[src/rtl/alu_mc.sv]
// -----------------------------------------------------------------------------
// alu_mc : registered EX-stage ALU with valid/ready input handshake.
//
// Operations (func):
//   0 ADD  saturating src1 + src0
//   1 SUB  saturating src1 - src0 (src1 + ~src0 + 1)
//   2 AND  src1 & src0
//   3 NOR  ~(src1 | src0)
//   4 SLL  src1 << shamt, zero once shamt >= WIDTH
//   5 SRL  src1 >> shamt, zero once shamt >= WIDTH
//   6 SRA  src1 >>> shamt, all sign bits once shamt >= WIDTH
//   7 LHB  {src1 low half, src0 low half}
//   8 MUL  saturating signed multiply (only with ALU_MUL_EN defined)
//   other  reserved: dst=0, ov=0, zr=1
//
// Configuration macro: ALU_MUL_EN
//   defined   : iterative radix-2 Booth multiplier, WIDTH busy cycles per MUL
//   undefined : no multiplier; in_rdy tied high; func=8 behaves as reserved
//
// Ports:
//   clk      rising-edge clock
//   rst_n    asynchronous active-low reset
//   in_vld   operands/func valid
//   in_rdy   unit can accept an operation this cycle
//   func     operation select (FW bits)
//   src0     operand 0
//   src1     operand 1
//   shamt    shift amount, zero-extended
//   out_vld  one-cycle pulse, dst/flags valid
//   dst      registered result
//   ov       registered saturation flag
//   zr       registered zero flag (dst == 0)
//   neg      registered sign flag (dst MSB)
//
// Single-cycle ops have latency 1 and may be accepted every cycle. A MUL
// holds in_rdy low for WIDTH cycles; its result appears on the edge that
// returns the unit to idle. dst and flags hold between results.
// -----------------------------------------------------------------------------
module alu_mc #(
   parameter int WIDTH = 16,
   parameter int SHW   = 4,
   parameter int FW    = 4
) (
   input  logic             clk,
   input  logic             rst_n,
   input  logic             in_vld,
   output logic             in_rdy,
   input  logic [FW-1:0]    func,
   input  logic [WIDTH-1:0] src0,
   input  logic [WIDTH-1:0] src1,
   input  logic [SHW-1:0]   shamt,
   output logic             out_vld,
   output logic [WIDTH-1:0] dst,
   output logic             ov,
   output logic             zr,
   output logic             neg
);

   localparam int HW = WIDTH / 2;

   localparam logic [FW-1:0] F_ADD = FW'(0);
   localparam logic [FW-1:0] F_SUB = FW'(1);
   localparam logic [FW-1:0] F_AND = FW'(2);
   localparam logic [FW-1:0] F_NOR = FW'(3);
   localparam logic [FW-1:0] F_SLL = FW'(4);
   localparam logic [FW-1:0] F_SRL = FW'(5);
   localparam logic [FW-1:0] F_SRA = FW'(6);
   localparam logic [FW-1:0] F_LHB = FW'(7);
`ifdef ALU_MUL_EN
   localparam logic [FW-1:0] F_MUL = FW'(8);
`endif

   localparam logic [WIDTH-1:0] SAT_MAX = {1'b0, {(WIDTH-1){1'b1}}};
   localparam logic [WIDTH-1:0] SAT_MIN = {1'b1, {(WIDTH-1){1'b0}}};

   // Output registers
   logic             r_out_vld;
   logic [WIDTH-1:0] r_dst;
   logic             r_ov;
   logic             r_zr;
   logic             r_neg;

   // Single-cycle datapath
   logic             w_accept;
   logic             w_sub;
   logic [WIDTH-1:0] w_addend;
   logic [WIDTH-1:0] w_sum;
   logic             w_add_ovf;
   logic             w_sh_big;
   logic [WIDTH-1:0] w_alu_res;
   logic             w_alu_ov;

   // Result write port shared by single-cycle ops and the multiplier
   logic             w_wr_en;
   logic [WIDTH-1:0] w_wr_val;
   logic             w_wr_ov;

   assign w_accept = in_vld & in_rdy;

   // Shared adder for ADD/SUB and the out-of-range shift detect
   always_comb begin
      w_sub     = (func == F_SUB);
      w_addend  = w_sub ? ~src0 : src0;
      w_sum     = src1 + w_addend + {{(WIDTH-1){1'b0}}, w_sub};
      // Signed overflow: both addends agree in sign but the sum does not.
      w_add_ovf = (src1[WIDTH-1] == w_addend[WIDTH-1]) &&
                  (w_sum[WIDTH-1] != src1[WIDTH-1]);
      w_sh_big  = (32'(shamt) >= 32'(WIDTH));
   end

   // Single-cycle operation select and saturation
   always_comb begin
      w_alu_res = {WIDTH{1'b0}};
      w_alu_ov  = 1'b0;
      case (func)
         F_ADD, F_SUB: begin
            if (w_add_ovf) begin
               // Overflow direction follows the sign of src1 (shared by
               // both addends when overflow is possible).
               w_alu_res = src1[WIDTH-1] ? SAT_MIN : SAT_MAX;
               w_alu_ov  = 1'b1;
            end else begin
               w_alu_res = w_sum;
               w_alu_ov  = 1'b0;
            end
         end
         F_AND: w_alu_res = src1 & src0;
         F_NOR: w_alu_res = ~(src1 | src0);
         F_SLL: begin
            if (w_sh_big) begin
               w_alu_res = {WIDTH{1'b0}};
            end else begin
               w_alu_res = src1 << shamt;
            end
         end
         F_SRL: begin
            if (w_sh_big) begin
               w_alu_res = {WIDTH{1'b0}};
            end else begin
               w_alu_res = src1 >> shamt;
            end
         end
         F_SRA: begin
            if (w_sh_big) begin
               w_alu_res = {WIDTH{src1[WIDTH-1]}};
            end else begin
               w_alu_res = WIDTH'($signed(src1) >>> shamt);
            end
         end
         F_LHB: w_alu_res = {src1[HW-1:0], src0[HW-1:0]};
         default: begin
            // Reserved codes (and MUL when the multiplier is not built).
            w_alu_res = {WIDTH{1'b0}};
            w_alu_ov  = 1'b0;
         end
      endcase
   end

`ifdef ALU_MUL_EN
   localparam int              CW        = $clog2(WIDTH) + 1;
   localparam logic [CW-1:0]   LAST_STEP = CW'(WIDTH - 1);

   typedef enum logic [0:0] {
      S_IDLE = 1'b0,
      S_BUSY = 1'b1
   } state_t;

   state_t           r_state;
   logic [WIDTH-1:0] r_mcand;   // multiplicand (src1)
   logic [WIDTH-1:0] r_mplier;  // multiplier (src0), low half of product
   logic [WIDTH:0]   r_acc;     // one guard bit keeps -2^(W-1) multiplicand exact
   logic             r_q1;      // Booth q[-1]
   logic [CW-1:0]    r_cnt;

   logic             w_is_mul;
   logic             w_mul_done;
   logic [WIDTH:0]   w_mcand_x;
   logic [WIDTH:0]   w_booth_sum;
   logic [WIDTH:0]   w_step_acc;
   logic [WIDTH-1:0] w_step_mplier;
   logic             w_step_q1;
   logic [2*WIDTH-1:0] w_prod;
   logic             w_prod_fits;
   logic [WIDTH-1:0] w_mul_res;
   logic             w_mul_ov;

   assign in_rdy     = (r_state == S_IDLE);
   assign w_is_mul   = (func == F_MUL);
   assign w_mul_done = (r_state == S_BUSY) && (r_cnt == LAST_STEP);

   // One radix-2 Booth step plus saturation of the resulting product
   always_comb begin
      w_mcand_x = {r_mcand[WIDTH-1], r_mcand};
      case ({r_mplier[0], r_q1})
         2'b01:   w_booth_sum = r_acc + w_mcand_x;
         2'b10:   w_booth_sum = r_acc - w_mcand_x;
         default: w_booth_sum = r_acc;
      endcase
      // Arithmetic right shift of {acc, mplier, q1}.
      w_step_acc    = {w_booth_sum[WIDTH], w_booth_sum[WIDTH:1]};
      w_step_mplier = {w_booth_sum[0], r_mplier[WIDTH-1:1]};
      w_step_q1     = r_mplier[0];
      // Product is only meaningful after the final step; it fits in WIDTH
      // bits when the top WIDTH+1 bits are all copies of the sign.
      w_prod        = {w_step_acc[WIDTH-1:0], w_step_mplier};
      w_prod_fits   = (w_prod[2*WIDTH-1:WIDTH-1] == {(WIDTH+1){w_prod[2*WIDTH-1]}});
      if (w_prod_fits) begin
         w_mul_res = w_prod[WIDTH-1:0];
         w_mul_ov  = 1'b0;
      end else begin
         w_mul_res = w_prod[2*WIDTH-1] ? SAT_MIN : SAT_MAX;
         w_mul_ov  = 1'b1;
      end
   end

   // Result write selection: finishing MUL, or an accepted single-cycle op
   always_comb begin
      w_wr_en  = 1'b0;
      w_wr_val = w_alu_res;
      w_wr_ov  = w_alu_ov;
      if (w_mul_done) begin
         w_wr_en  = 1'b1;
         w_wr_val = w_mul_res;
         w_wr_ov  = w_mul_ov;
      end else if (w_accept && !w_is_mul) begin
         w_wr_en  = 1'b1;
      end else begin
         w_wr_en  = 1'b0;
      end
   end
`else
   assign in_rdy = 1'b1;

   // Result write selection: every accepted op completes in one cycle
   always_comb begin
      w_wr_en  = w_accept;
      w_wr_val = w_alu_res;
      w_wr_ov  = w_alu_ov;
   end
`endif

   // Control FSM, multiplier state and registered outputs
   always_ff @(posedge clk or negedge rst_n) begin
      if (!rst_n) begin
         r_out_vld <= 1'b0;
         r_dst     <= {WIDTH{1'b0}};
         r_ov      <= 1'b0;
         r_zr      <= 1'b0;
         r_neg     <= 1'b0;
`ifdef ALU_MUL_EN
         r_state   <= S_IDLE;
         r_mcand   <= {WIDTH{1'b0}};
         r_mplier  <= {WIDTH{1'b0}};
         r_acc     <= {(WIDTH+1){1'b0}};
         r_q1      <= 1'b0;
         r_cnt     <= {CW{1'b0}};
`endif
      end else begin
         r_out_vld <= w_wr_en;
         if (w_wr_en) begin
            r_dst <= w_wr_val;
            r_ov  <= w_wr_ov;
            r_zr  <= (w_wr_val == {WIDTH{1'b0}});
            r_neg <= w_wr_val[WIDTH-1];
         end
`ifdef ALU_MUL_EN
         case (r_state)
            S_IDLE: begin
               if (w_accept && w_is_mul) begin
                  r_mcand  <= src1;
                  r_mplier <= src0;
                  r_acc    <= {(WIDTH+1){1'b0}};
                  r_q1     <= 1'b0;
                  r_cnt    <= {CW{1'b0}};
                  r_state  <= S_BUSY;
               end
            end
            S_BUSY: begin
               r_acc    <= w_step_acc;
               r_mplier <= w_step_mplier;
               r_q1     <= w_step_q1;
               r_cnt    <= r_cnt + CW'(1);
               if (r_cnt == LAST_STEP) begin
                  r_state <= S_IDLE;
               end
            end
            default: r_state <= S_IDLE;
         endcase
`endif
      end
   end

   assign out_vld = r_out_vld;
   assign dst     = r_dst;
   assign ov      = r_ov;
   assign zr      = r_zr;
   assign neg     = r_neg;

endmodule

[config.mk]
export PLATFORM = sky130hd
export DESIGN_NAME = alu_mc
export DESIGN_NICKNAME = d
export VERILOG_FILES = /design/src/rtl/alu_mc.sv
export SDC_FILE = /design/constraint.sdc
export NUM_CORES = 1
export LEC_CHECK = 0
export ABC_AREA = 1
export CAP_MARGIN = 20
export CORE_ASPECT_RATIO = 1.1
export CORE_MARGIN = 1.5
export CORE_UTILIZATION = 59
export DETAILED_ROUTE_END_ITERATION = 12
export PLACE_DENSITY = 0.88
export SYNTH_ARGS = -nofsm -noshare
export SYNTH_HDL_FRONTEND = slang
export SYNTH_SLANG_ARGS = --single-unit
[constraint.sdc]
create_clock -name clk -period 1.3 [get_ports clk]
set_input_delay 0.195 -clock clk [delete_from_list [all_inputs] [get_ports clk]]
set_output_delay 0.195 -clock clk [all_outputs]
set_load 0.01 [all_outputs]
==> insert_results.sql, run 1 <==
INSERT INTO impl_metrics (metric_group, metric, value, unit) VALUES
('yosys', 'postSynthNetCount', '729', ''),
('clocking', 'htreeDepth', '1', ''),
('yosys', 'yosys.cell_count.top_type', 'sky130_fd_sc_hd__nand2_1', ''),
('yosys', 'synth.top_cells.by_count', 'sky130_fd_sc_hd__nand2_1, sky130_fd_sc_hd__inv_1, sky130_fd_sc_hd__o21ai_0, sky130_fd_sc_hd__nor2_1, sky130_fd_sc_hd__a21oi_1', ''),
('clocking', 'cts.repair_timing.setup_buffer_count', '27', ''),
('yosys', 'yosys_warnings', '0', ''),
('placed_design', 'globalplace.congestion', '1.12', ''),
('yosys', 'netlist_area', '0.00372', 'mm²'),
('clocking', 'post_cts_resized', '154', ''),
('yosys', 'synth.lib_cells_used.distinct', '48', ''),
('status', 'stop_stage', 'clock tree synthesis', ''),
('yosys', 'synth_top_area_cell', 'sky130_fd_sc_hd__nand2_1', ''),
('clocking', 'clock_tree.root_cell', 'sky130_fd_sc_hd__clkbuf_8', ''),
('yosys', 'synth-edff-count', '0', ''),
('yosys', 'synth_cells', '669', ''),
('yosys', 'synth-main-ff-cell', 'sky130_fd_sc_hd__dfrtp_1', ''),
('yosys', 'sequential_fraction_of_the_synthesis_area', '0.128', ''),
('floorplanning', 'start_util', '0.609', ''),
('clocking', 'holdBufCountCts', '0', ''),
('yosys', 'cells_taking_the_most_area_after_synthesis', 'sky130_fd_sc_hd__nand2_1, sky130_fd_sc_hd__dfrtp_1, sky130_fd_sc_hd__o21ai_0', ''),
('yosys', 'postSynth.asyncResetShare', '1.00', ''),
('floorplanning', 'die-width', '78.8', 'µm'),
('clocking', 'cts_buffers', '3', ''),
('placed_design', 'placement.io_buffers', '62', ''),
('status', 'run_status', 'did not finish', ''),
('placed_design', 'dpl.hpwl', '16100', 'µm'),
('floorplanning', 'io-pin-count', '64', ''),
('floorplanning', 'height_of_the_die', '86.3', 'µm'),
('status', 'toolErrorMsg', '[ERROR DPL-0038] Utilization greater than 100%, impossible to legalize', ''),
('floorplanning', 'rows', '30', ''),
('yosys', 'number_of_synthesized_register_bits', '19', ''),
('clocking', 'clk_path_buf_depth', '2', ''),
('yosys', 'synth.avg_cell_area', '5.57', 'µm²'),
('clocking', 'clock_sink_count', '19', ''),
('yosys', 'synth_top_area_share', '0.208', '');
-- kinds of logic after synthesis --
group | Yosys count | share of synthesized area
compound gates | 162 | 0.252
xor+xnor | 26 | 0.0611
fa+ha+maj | 17 | 0.0591
buf+inv | 102 | 0.112
flops | 19 | 0.128
mux | 1 | 0.00269
other cells | 1 | 0.00101
simple gates | 341 | 0.385
-- per-stage QoR --
stage | std cells | instance area [µm²] | TNS, ps | setup slack, ps | util
after global placement | 966 | 5750 | -28770 | -1770 | 0.940
after detailed placement | 966 | 5750 | -34660 | -2050 | 0.940
after floorplan | 669 | 3750 | -17740 | -1240 | -
==> inputs of run 2 (changes only) <==
- CORE_ASPECT_RATIO: 1.1 -> unset
- CORE_UTILIZATION: 59 -> 40
- PLACE_DENSITY: 0.88 -> unset
- PLACE_DENSITY_LB_ADDON: unset -> 0.15
==> run 2 against run 1 <==
The flow now finishes, with violations (setup timing); synthesized cell count unchanged; area after synthesis unchanged.
==> insert_results.sql, run 2 <==
INSERT INTO impl_metrics (metric_group, metric, value, unit) VALUES
('status', 'run_status', 'complete, but fails checks', ''),
('status', 'violated_checks', 'setup timing', ''),
('placed_design', 'dpl.hpwl', '14100', 'µm'),
('floorplanning', 'io-pin-count', '64', ''),
('hold_path', 'timing.hold.worst.class', 'in2async', ''),
('clocking', 'clock_sink_count', '19', ''),
('power', 'power.density_cell_area', '584', 'mW/mm²'),
('route', 'drcViolationCount', '0', ''),
('placed_design', 'place_ws', '-1940', 'ps'),
('layout', 'layout_commonest_cell', 'sky130_fd_sc_hd__buf_4', ''),
('worst_setup_path', 'type_of_the_setup_path_with_the_least_slack', 'in2reg', ''),
('floorplanning', 'design.die.area', '0.00990', 'mm²'),
('route', 'routed-wl-met2', '7920', 'µm'),
('worst_setup_path', 'arrival_worst_endpoint', '2770', 'ps'),
('yosys', 'netlist_area', '0.00372', 'mm²'),
('clocking', 'clk_latency', '250', 'ps'),
('yosys', 'sequential_fraction_of_the_synthesis_area', '0.128', ''),
('yosys', 'synth.lib_cells_used.distinct', '48', ''),
('yosys', 'synth-edff-count', '0', ''),
('clocking', 'cts_buffers', '3', ''),
('yosys', 'postSynthNetCount', '729', ''),
('timing', 'hold_viol_final', '0', ''),
('power', 'maximum_vdd_drop', '395', 'µV'),
('layout', 'areaGrowthSynthToFinish', '73.8', '%'),
('floorplanning', 'height_of_the_die', '99.5', 'µm'),
('flow_run', 'cap_viol_max_count', '0', ''),
('timing', 'clock_skew', '0', 'ps'),
('clocking', 'tritoncts', 'done', ''),
('route', 'highest-signal-layer', 'met4', ''),
('global_route', 'number_of_global_route_vias_before_repair', '5397', ''),
('layout', 'n_antenna_cell', '0', ''),
('worst_setup_path', 'reg2regPathDepth', '2', ''),
('yosys', 'postSynth.asyncResetShare', '1.00', ''),
('global_route', 'grt_util_all_layers', '0.341', ''),
('route', 'routed-wl-met3', '1190', 'µm'),
('route', 'route.detailed.vias_per_inst', '5.41', ''),
('global_route', 'pin_count_of_the_biggest_net_entering_global_routing', '20', ''),
('floorplanning', 'rows', '35', ''),
('placed_design', 'placement.io_buffers', '62', ''),
('route', 'routed_wirelength_normalized_by_instance_count', '16.6', 'µm'),
('worst_setup_path', 'start_kind', 'primary input', ''),
('worst_setup_path', 'rr_endpoint', 'dst[12]$_DFFE_PN0P_', ''),
('timing', 'finalSetupTns', '-19920', 'ps'),
('clocking', 'clock_tree.root_cell', 'sky130_fd_sc_hd__clkbuf_8', ''),
('yosys', 'synth.top_cells.by_count', 'sky130_fd_sc_hd__nand2_1, sky130_fd_sc_hd__inv_1, sky130_fd_sc_hd__o21ai_0, sky130_fd_sc_hd__nor2_1, sky130_fd_sc_hd__a21oi_1', ''),
('global_route', 'initial_antenna_violation_count', '0', ''),
('global_route', 'first_pass_grt_wire_length', '26500', 'µm'),
('timing', 'clock.fmax', '388', 'MHz'),
('floorplanning', 'floorplan.core_area', '0.00915', 'mm²'),
('timing', 'timing.final.crit_share', '1.98', ''),
('floorplanning', 'die-width', '99.5', 'µm'),
('worst_setup_path', 'worst-path-max-fanout', '6', ''),
('timing', 'slew_violations', '0', ''),
('power', 'post-layout-total-power', '3.78', 'mW'),
('yosys', 'yosys.cell_count.top_type', 'sky130_fd_sc_hd__nand2_1', ''),
('worst_setup_path', 'worst_setup_path_end_kind', 'flip-flop', ''),
('timing', 'final_ws_setup', '-1280', 'ps'),
('timing', 'grt_setup_unrepaired', 'true', ''),
('floorplanning', 'start_util', '0.407', ''),
('yosys', 'synth_top_area_share', '0.208', ''),
('clocking', 'holdBufCountCts', '0', ''),
('layout', 'fillers', '779', ''),
('route', 'detail_route.first_pass.iterations', '6', ''),
('global_route', 'grt_overflow', '0', ''),
('yosys', 'synth.avg_cell_area', '5.57', 'µm²'),
('layout', 'max_reg_flops', '16', ''),
('route', 'met1_length', '7530', 'µm'),
('yosys', 'cells_taking_the_most_area_after_synthesis', 'sky130_fd_sc_hd__nand2_1, sky130_fd_sc_hd__dfrtp_1, sky130_fd_sc_hd__o21ai_0', ''),
('layout', 'num-nets-final', '1002', ''),
('yosys', 'synth_top_area_cell', 'sky130_fd_sc_hd__nand2_1', ''),
('yosys', 'number_of_synthesized_register_bits', '19', ''),
('route', 'vias', '5693', ''),
('clocking', 'clk_path_buf_depth', '2', ''),
('layout', 'most-common-layout-cells', 'sky130_fd_sc_hd__buf_4, sky130_fd_sc_hd__nand2_1, sky130_fd_sc_hd__o21ai_0', ''),
('yosys', 'yosys_warnings', '0', ''),
('route', 'drt_iter0_drc', '437', ''),
('power', 'static_leakage_power', '3.38', 'nW'),
('worst_setup_path', 'crit_required', '1490', 'ps'),
('timing', 'report.final.setup_viol', '18', ''),
('clocking', 'htreeDepth', '1', ''),
('yosys', 'synth-main-ff-cell', 'sky130_fd_sc_hd__dfrtp_1', ''),
('route', 'routed_wirelength', '17400', 'µm'),
('clocking', 'worst_setup_hold_path_clk_slew', '70', 'ps'),
('layout', 'layout-drive-gt1-share', '0.334', ''),
('placed_design', 'globalplace.congestion', '1.02', ''),
('timing', 'finalCriticalPeriod', '2580', 'ps'),
('worst_setup_path', 'worst-r2r-setup-slack', '590', 'ps'),
('yosys', 'synth_cells', '669', ''),
('worst_setup_path', 'regToRegStartpoint', 'dst[12]$_DFFE_PN0P_', ''),
('route', 'antenna_violating_nets_post_route', '0', '');
run 2: cell counts after synthesis:
Identical to the previous run, type by type.
run 2: critical path, cell delays in order:
cell and delay [ps]:
sky130_fd_sc_hd__buf_4 120, sky130_fd_sc_hd__nor2_4 170, sky130_fd_sc_hd__nand2_4 150, sky130_fd_sc_hd__xor2_2 200, sky130_fd_sc_hd__ha_1 310, sky130_fd_sc_hd__a21o_1 210
sky130_fd_sc_hd__a31oi_4 220, sky130_fd_sc_hd__nand2_4 100, sky130_fd_sc_hd__nand2_4 70, sky130_fd_sc_hd__nand2_2 60, sky130_fd_sc_hd__nand2_2 70, sky130_fd_sc_hd__nand2_2 60
sky130_fd_sc_hd__nand2_4 90, sky130_fd_sc_hd__buf_4 130, sky130_fd_sc_hd__nand2_1 50, sky130_fd_sc_hd__nand2_1 110, sky130_fd_sc_hd__nand2_1 60, sky130_fd_sc_hd__nor2_1 90
sky130_fd_sc_hd__nand2_1 70, sky130_fd_sc_hd__nor2_1 110, sky130_fd_sc_hd__nand2_1 60, sky130_fd_sc_hd__nand2_1 60
run 2: cell type report:
cell class | count | area [µm²] | share of cell area
multi-input cells | 549 | 3090 | 0.477
repair buffers | 296 | 2450 | 0.378
flip-flops and latches | 19 | 475 | 0.0735
inverters | 73 | 279 | 0.0431
well taps | 111 | 139 | 0.0215
clock buffers | 4 | 45.0 | 0.00696
run 2: metrics by stage:
stage	hold slack [ps]	area (µm²)	std cells	util
6_report	288	6470	1052	0.707
5_1_grt	317	6470	1052	0.707
4_1_cts	296	6270	1047	0.686
3_5_place_dp	490	6010	1026	0.657
3_3_place_gp	484	6010	1026	0.657
2_1_floorplan	-101	3750	669	-
run 2: cells by family after synthesis:
group / after synthesis / synth area share
muxes: 1 / 0.00269
AOI/OAI and AO/OA: 162 / 0.252
DFF: 19 / 0.128
xor gates and xnor gates: 26 / 0.0611
other: 1 / 0.00101
buffers and inverters: 102 / 0.112
and+or+nand+nor: 341 / 0.385
adders and majority gates: 17 / 0.0591
run 2: where the power goes:
| part | internal [mW] | switching [mW] |
|---|---|---|
| logic | 1.29 | 1.40 |
| clock network | 0.218 | 0.182 |
| registers | 0.657 | 0.0364 |
run 2: timing repair:
| action | 4_1_cts | 5_1_grt |
|---|---|---|
| setup buffers | 17 | 7 |
| gates cloned | 1 | 0 |
| pin swaps | 28 | 37 |
| gates resized for setup | 89 | 40 |
| endpoints found under the setup margin | 38 | 18 |
run 2: layer usage:
layer / GRT usage / up-vias
li1: - / 2777
met1: 0.460 / 2573
met2: 0.564 / 290
met3: 0.0302 / 53
met4: 0.135 / 0
met5: 0 / -
run 2: worst max path at each step:
stage,start,end,slack (ps),cells after the start
after floorplan,func[3],zr$_DFFE_PN0P_,-1240,22
after global placement,func[0],zr$_DFFE_PN0P_,-1810,22
after detailed placement,func[0],zr$_DFFE_PN0P_,-1940,24
after CTS,func[0],zr$_DFFE_PN0P_,-1250,23
after global routing,func[3],zr$_DFFE_PN0P_,-1460,23
final,func[3],zr$_DFFE_PN0P_,-1280,22
No activity file was read; power rests on OpenSTA's default activity.
==> inputs of run 3 (changes only) <==
- CTS_BUF_LIST: unset -> sky130_fd_sc_hd__clkbuf_4 sky130_fd_sc_hd__clkbuf_8
- DONT_BUFFER_PORTS: unset -> 1
==> run 3 against run 2 <==
The run still ends with setup timing left; via count decreased by 10%; clock power increased by 5.5%; sequential power increased by 6.5%; die area unchanged; fmax increased by 8.3%; global-route usage decreased by 2.5 points.
==> insert_results.sql, run 3 (synthesis gave the netlist of run 2 again) <==
INSERT INTO impl_metrics (metric_group, metric, value, unit) VALUES
('layout', 'areaGrowthSynthToFinish', '42.2', '%'),
('floorplanning', 'design.die.area', '0.00990', 'mm²'),
('placed_design', 'globalplace.congestion', '1.00', ''),
('placed_design', 'dpl.hpwl', '12900', 'µm'),
('worst_setup_path', 'series_of_cell_instances_along_the_critical_path', 'nor2_4 > buf_4 > nand3_2 > nand2_2 > inv_1 > fa_2 > nor4_4 > nor2_2 > o21ai_1 > buf_4 > nand2_2 > nand2_1 > nand2_1 > nand2_1 > nand2_2 > nand2_2 > nand2_1 > nor2_1 > nand2_1 > nor2_1 > nand2_1 > nand2_1', ''),
('timing', 'final_ws_setup', '-1080', 'ps'),
('worst_setup_path', 'start_kind', 'primary input', ''),
('floorplanning', 'rows', '35', ''),
('global_route', 'number_of_global_route_vias_before_repair', '4822', ''),
('placed_design', 'placement.io_buffers', '0', ''),
('worst_setup_path', 'type_of_the_setup_path_with_the_least_slack', 'in2reg', ''),
('global_route', 'first_pass_grt_wire_length', '24600', 'µm'),
('route', 'routed_wirelength', '15600', 'µm'),
('worst_setup_path', 'arrival_worst_endpoint', '2570', 'ps'),
('clocking', 'clk_path_buf_depth', '2', ''),
('layout', 'max_reg_flops', '16', ''),
('floorplanning', 'die-width', '99.5', 'µm'),
('worst_setup_path', 'critical_path.slowest_cell', 'sky130_fd_sc_hd__fa_2', ''),
('route', 'vias', '5119', ''),
('clocking', 'worst_setup_hold_path_clk_slew', '70', 'ps'),
('layout', 'layout-drive-gt1-share', '0.275', ''),
('timing', 'clock.fmax', '420', 'MHz'),
('floorplanning', 'io-pin-count', '64', ''),
('timing', 'finalCriticalPeriod', '2380', 'ps'),
('floorplanning', 'floorplan.core_area', '0.00915', 'mm²'),
('global_route', 'grt_util_all_layers', '0.316', ''),
('timing', 'hold_viol_final', '0', ''),
('route', 'route.detailed.vias_per_inst', '5.55', ''),
('placed_design', 'place_ws', '-1380', 'ps'),
('layout', 'fillers', '975', ''),
('clocking', 'clock_tree.root_cell', 'sky130_fd_sc_hd__clkbuf_8', ''),
('floorplanning', 'height_of_the_die', '99.5', 'µm'),
('layout', 'num-nets-final', '872', ''),
('layout', 'layout_commonest_cell', 'sky130_fd_sc_hd__nand2_1', ''),
('global_route', 'initial_antenna_violation_count', '0', ''),
('clocking', 'clk_latency', '250', 'ps'),
('timing', 'clock_skew', '0', 'ps'),
('worst_setup_path', 'timing.critical_path.slowest_cell_delay', '390', 'ps'),
('timing', 'grt_setup_unrepaired', 'true', ''),
('timing', 'timing.final.crit_share', '1.83', ''),
('clocking', 'tritoncts', 'done', ''),
('layout', 'seq_area', '475', 'µm²'),
('layout', 'most-common-layout-cells', 'sky130_fd_sc_hd__nand2_1, sky130_fd_sc_hd__buf_4, sky130_fd_sc_hd__inv_1', ''),
('worst_setup_path', 'timing.critical_path.mode_cell', 'sky130_fd_sc_hd__nand2_1', ''),
('route', 'routed_wirelength_normalized_by_instance_count', '16.9', 'µm'),
('worst_setup_path', 'worst_setup_path_end_kind', 'flip-flop', ''),
('worst_setup_path', 'crit_required', '1490', 'ps'),
('route', 'antenna_violating_nets_post_route', '0', ''),
('power', 'maximum_vdd_drop', '365', 'µV'),
('power', 'power.density_cell_area', '605', 'mW/mm²'),
('layout', 'multi_input_comb_area', '0.00307', 'mm²'),
('timing', 'report.final.setup_viol', '18', ''),
('clocking', 'cts_buffers', '3', ''),
('placed_design', 'dpl.cell_count', '910', ''),
('layout', 'final_area', '0.00530', 'mm²'),
('global_route', 'pin_count_of_the_biggest_net_entering_global_routing', '36', ''),
('status', 'run_status', 'complete, but fails checks', ''),
('route', 'drt_iter0_drc', '458', ''),
('floorplanning', 'start_util', '0.407', ''),
('layout', 'n_antenna_cell', '0', ''),
('worst_setup_path', 'worst-path-max-fanout', '4', ''),
('status', 'violated_checks', 'setup timing', ''),
('global_route', 'grt_overflow', '0', ''),
('route', 'drcViolationCount', '0', ''),
('route', 'detail_route.first_pass.iterations', '5', ''),
('hold_path', 'timing.hold.worst.class', 'in2reg', ''),
('timing', 'max_slew.worst_pin.slew', '855', 'ps'),
('timing', 'slew_headroom', '0.428', ''),
('power', 'static_leakage_power', '2.72', 'nW'),
('placed_design', 'place_area', '0.00495', 'mm²'),
('clocking', 'clock_sink_count', '19', ''),
('flow_run', 'cap_viol_max_count', '0', ''),
('clocking', 'htreeDepth', '1', ''),
('layout', 'post_layout_nonfiller_instances', '922', ''),
('timing', 'slew_violations', '0', '');
==> run 3: cell count changes in the layout (fill, tap and decap cells not counted), sizes merged <==
cell | previous run | this run
buf | 238 | 163
clkdlybuf4s50 | 31 | 0
dlygate4sd2 | 27 | 0
dlygate4sd3 | 0 | 2
nand2 | 215 | 216
==> run 3: report_power, final <==
group | internal, mW | switching (mW) | total (mW) | leakage [nW]
logic | 0.955 | 1.09 | 2.04 | 2.47
registers | 0.657 | 0.0816 | 0.739 | 0.230
clock network | 0.238 | 0.184 | 0.422 | 0.0262
==> run 3: per-stage QoR <==
step / hold WS [ps] / power [mW] / util / TNS (ps)
floorplan: -101 / 1.79 / - / -17740
global placement: -100 / 2.56 / 0.540 / -19620
detailed placement: -100 / 2.57 / 0.540 / -21430
CTS: 39.5 / 3.10 / 0.566 / -15420
global route: 33.2 / 3.45 / 0.579 / -18760
finish: 41.1 / 3.21 / 0.579 / -15490
==> run 3: cell type report <==
cell class                 count  area share
multi-input combinational    550       0.579
timing repair buffer         165       0.241
sequential                    19      0.0898
inverter                      73      0.0546
tap                          111      0.0262
clock buffer                   4     0.00922
==> run 3: worst paths after layout <==
check | slack (ps) | to | start | cells after the start
setup / recovery | -1080 | zr$_DFFE_PN0P_ | func[2] | 22
hold / removal | 40 | dst[8]$_DFFE_PN0P_ | in_vld | 1
hold reg to reg | 580 | ov$_DFFE_PN0P_ | ov$_DFFE_PN0P_ | 2
max in group asynchronous | 280 | ov$_DFFE_PN0P_ | rst_n | 1
min in group asynchronous | 500 | dst[11]$_DFFE_PN0P_ | rst_n | 1
setup reg to reg | 530 | dst[9]$_DFFE_PN0P_ | dst[9]$_DFFE_PN0P_ | 2
==> run 3: repair_timing <==
action                                  CTS  global route
hold buffers                              2             0
endpoints found under the setup margin   18            18
gates cloned                              2             0
pin swaps                                17             9
gates resized for setup                  33            23
setup buffers                             5             0
hold endpoints to repair                 20             0
==> run 3: critical path: cells and delay by family <==
family	cells	cell delay, ps
adders and majority gates	1	390
buffers and inverters	3	350
AOI/OAI and AO/OA	1	140
and+or+nand+nor	17	1490
==> run 3: per-layer routing <==
metal,track usage,vias to the layer above,part of all wire,routed length [µm]
met3,0.0450,21,0.077,1200
li1,-,2513,-,-
met2,0.518,201,0.45,7050
met1,0.443,2384,0.45,7020
met5,0,-,0,0
met4,0.0672,0,0.019,291
==> inputs of run 4 (changes only) <==
- clock period: 1.3 -> 2.62 ns (I/O delays scaled with it)
==> run 4 against run 3 <==
The flow still finishes with violations (setup timing); power is 56% lower; core utilization is 9.5 points lower; combinational power is 59% lower; highest routed layer unchanged; final area is 16% lower.
==> insert_results.sql, run 4 (synthesis gave the netlist of run 2 again) <==
INSERT INTO impl_metrics (metric_group, metric, value, unit) VALUES
('layout', 'most-common-layout-cells', 'sky130_fd_sc_hd__nand2_1, sky130_fd_sc_hd__inv_1, sky130_fd_sc_hd__o21ai_0', ''),
('floorplanning', 'start_util', '0.407', ''),
('global_route', 'number_of_global_route_vias_before_repair', '4317', ''),
('timing', 'final_ws_setup', '-13.5', 'ps'),
('clocking', 'clk_path_buf_depth', '2', ''),
('route', 'antenna_violating_nets_post_route', '0', ''),
('timing', 'hold_viol_final', '0', ''),
('worst_setup_path', 'series_of_cell_instances_along_the_critical_path', 'nor2_4 > buf_4 > buf_4 > nand3_2 > nand2_2 > inv_1 > fa_1 > nor4_2 > nor2_2 > o21ai_2 > buf_4 > xor2_1 > nand2_1 > nand2_1 > nand2_1 > nor2_1 > nand2_1 > nor2_1 > nand2_1 > nand2_1', ''),
('power', 'internal_power', '789', 'µW'),
('timing', 'clock_skew', '0', 'ps'),
('clocking', 'tritoncts', 'done', ''),
('floorplanning', 'rows', '35', ''),
('timing', 'report.final.setup_viol', '1', ''),
('power', 'netSwitchingPower', '623', 'µW'),
('power', 'sw_frac_of_total', '0.441', ''),
('hold_path', 'hp_start', 'in_vld', ''),
('global_route', 'grt_util_all_layers', '0.287', ''),
('clocking', 'htreeDepth', '1', ''),
('global_route', 'first_pass_grt_wire_length', '22400', 'µm'),
('timing', 'slew_violations', '0', ''),
('placed_design', 'dpl.hpwl', '11800', 'µm'),
('power', 'maximum_vdd_drop', '183', 'µV'),
('clocking', 'worst_setup_hold_path_clk_slew', '70', 'ps'),
('layout', 'post_layout_nonfiller_instances', '826', ''),
('power', 'power.density_cell_area', '319', 'mW/mm²'),
('worst_setup_path', 'crit_required', '2810', 'ps'),
('worst_setup_path', 'worst-path-max-fanout', '4', ''),
('worst_setup_path', 'worst_setup_path_end_kind', 'flip-flop', ''),
('placed_design', 'place_ws', '-258', 'ps'),
('worst_setup_path', 'type_of_the_setup_path_with_the_least_slack', 'in2reg', ''),
('floorplanning', 'io-pin-count', '64', ''),
('placed_design', 'placement.io_buffers', '0', ''),
('route', 'route.detailed.vias_per_inst', '5.58', ''),
('route', 'routed_wirelength_normalized_by_instance_count', '17.5', 'µm'),
('worst_setup_path', 'critical_path.slowest_cell', 'sky130_fd_sc_hd__fa_1', ''),
('route', 'vias', '4612', ''),
('worst_setup_path', 'start_kind', 'primary input', ''),
('timing', 'grt_setup_unrepaired', 'true', ''),
('worst_setup_path', 'timing.critical_path.mode_cell', 'sky130_fd_sc_hd__nand2_1', ''),
('status', 'violated_checks', 'setup timing', ''),
('hold_path', 'worstHoldEndpoint', 'out_vld$_DFF_PN0_', ''),
('placed_design', 'dpl.cell_count', '813', ''),
('flow_run', 'cap_viol_max_count', '0', ''),
('worst_setup_path', 'timing.critical_path.slowest_cell_delay', '420', 'ps'),
('route', 'drt_iter0_drc', '415', ''),
('global_route', 'initial_antenna_violation_count', '0', ''),
('route', 'drcViolationCount', '0', ''),
('placed_design', 'globalplace.congestion', '0.967', ''),
('layout', 'max_reg_flops', '16', ''),
('floorplanning', 'die-width', '99.5', 'µm'),
('power', 'pwr-share-seq', '0.260', ''),
('power', 'power.combinational.fraction', '0.590', ''),
('timing', 'timing.final.crit_share', '1.01', ''),
('worst_setup_path', 'worst-r2r-setup-slack', '1860', 'ps'),
('power', 'share_clk_of_total_power', '0.150', ''),
('hold_path', 'timing.hold.worst.class', 'in2reg', ''),
('power', 'static_leakage_power', '2.24', 'nW'),
('timing', 'slew_headroom', '0.437', ''),
('global_route', 'grt_overflow', '0', ''),
('floorplanning', 'design.die.area', '0.00990', 'mm²'),
('clocking', 'clock_tree.root_cell', 'sky130_fd_sc_hd__clkbuf_8', ''),
('clocking', 'cts_buffers', '3', ''),
('layout', 'num-nets-final', '776', ''),
('timing', 'finalSetupTns', '-13.5', 'ps'),
('timing', 'max_slew.worst_pin.slew', '841', 'ps'),
('worst_setup_path', 'rr_endpoint', 'dst[15]$_DFFE_PN0P_', ''),
('hold_path', 'hold_depth', '0', ''),
('layout', 'areaGrowthSynthToFinish', '18.8', '%'),
('clocking', 'clock_sink_count', '19', ''),
('floorplanning', 'floorplan.core_area', '0.00915', 'mm²'),
('clocking', 'clk_latency', '250', 'ps'),
('worst_setup_path', 'regToRegStartpoint', 'dst[15]$_DFFE_PN0P_', ''),
('worst_setup_path', 'arrival_worst_endpoint', '2830', 'ps'),
('timing', 'finalCriticalPeriod', '2630', 'ps'),
('status', 'run_status', 'complete, but fails checks', ''),
('route', 'detail_route.first_pass.iterations', '5', ''),
('layout', 'layout-drive-gt1-share', '0.150', ''),
('worst_setup_path', 'reg2regPathDepth', '1', ''),
('route', 'routed_wirelength', '14500', 'µm'),
('global_route', 'pin_count_of_the_biggest_net_entering_global_routing', '36', ''),
('layout', 'layout_commonest_cell', 'sky130_fd_sc_hd__nand2_1', ''),
('floorplanning', 'height_of_the_die', '99.5', 'µm'),
('layout', 'n_antenna_cell', '0', ''),
('timing', 'clock.fmax', '380', 'MHz');
run 4: worst max path at each step:
stage            start             end  slack (ps)
4_1_cts        func[3]  zr$_DFFE_PN0P_         0.4
5_1_grt        func[2]  zr$_DFFE_PN0P_        -250
3_5_place_dp   func[3]  zr$_DFFE_PN0P_        -260
3_3_place_gp   func[3]  zr$_DFFE_PN0P_        -240
2_1_floorplan  func[3]  zr$_DFFE_PN0P_        -130
6_report       func[2]  zr$_DFFE_PN0P_         -10
run 4: through the flow:
| stage | utilization | cell area, µm² | hold slack, ps | power [mW] |
|---|---|---|---|---|
| 6_report | 0.483 | 4420 | 168 | 1.41 |
| 5_1_grt | 0.483 | 4420 | 157 | 1.52 |
| 4_1_cts | 0.467 | 4280 | 162 | 1.35 |
| 3_5_place_dp | 0.461 | 4220 | 97.8 | 1.13 |
| 3_3_place_gp | 0.461 | 4220 | 97.8 | 1.13 |
| 2_1_floorplan | - | 3750 | 97.4 | 0.888 |
run 4: repair_timing:
action                                  CTS  global route
endpoints found under the hold margin    19             0
endpoints found under the setup margin    0            16
buffers inserted                          0             6
resized for setup                         0            18
hold buffers                              1             0
run 4: power by group through the flow:
stage               Combinational [mW]  Sequential (mW)  Clock [mW]
floorplan                        0.524            0.364           0
global placement                 0.763            0.371           0
detailed placement               0.759            0.373           0
CTS                              0.769            0.367       0.215
global route                     0.920            0.372       0.226
finish                           0.833            0.367       0.211
run 4: worst max-delay path: cells and delay by family:
kind	cells	cell delay (ps)
xor+xnor	1	130
simple gates	13	1220
buf+inv	4	460
fa+ha+maj	1	420
compound gates	1	200
run 4: area by class of cell:
class	count	area (µm²)
fillers	988	4730
multi-input cells	550	2950
well taps	111	139
inverters	73	274
clock buffers	4	48.8
repair buffers	69	533
flip-flops and latches	19	475
run 4: layer usage:
layer	global-route usage	vias up	wire (µm)
met4	0.0433	0	208
met3	0.0541	20	1300
met1	0.401	2080	6450
met2	0.470	201	6520
li1	-	2311	-
met5	0	-	0
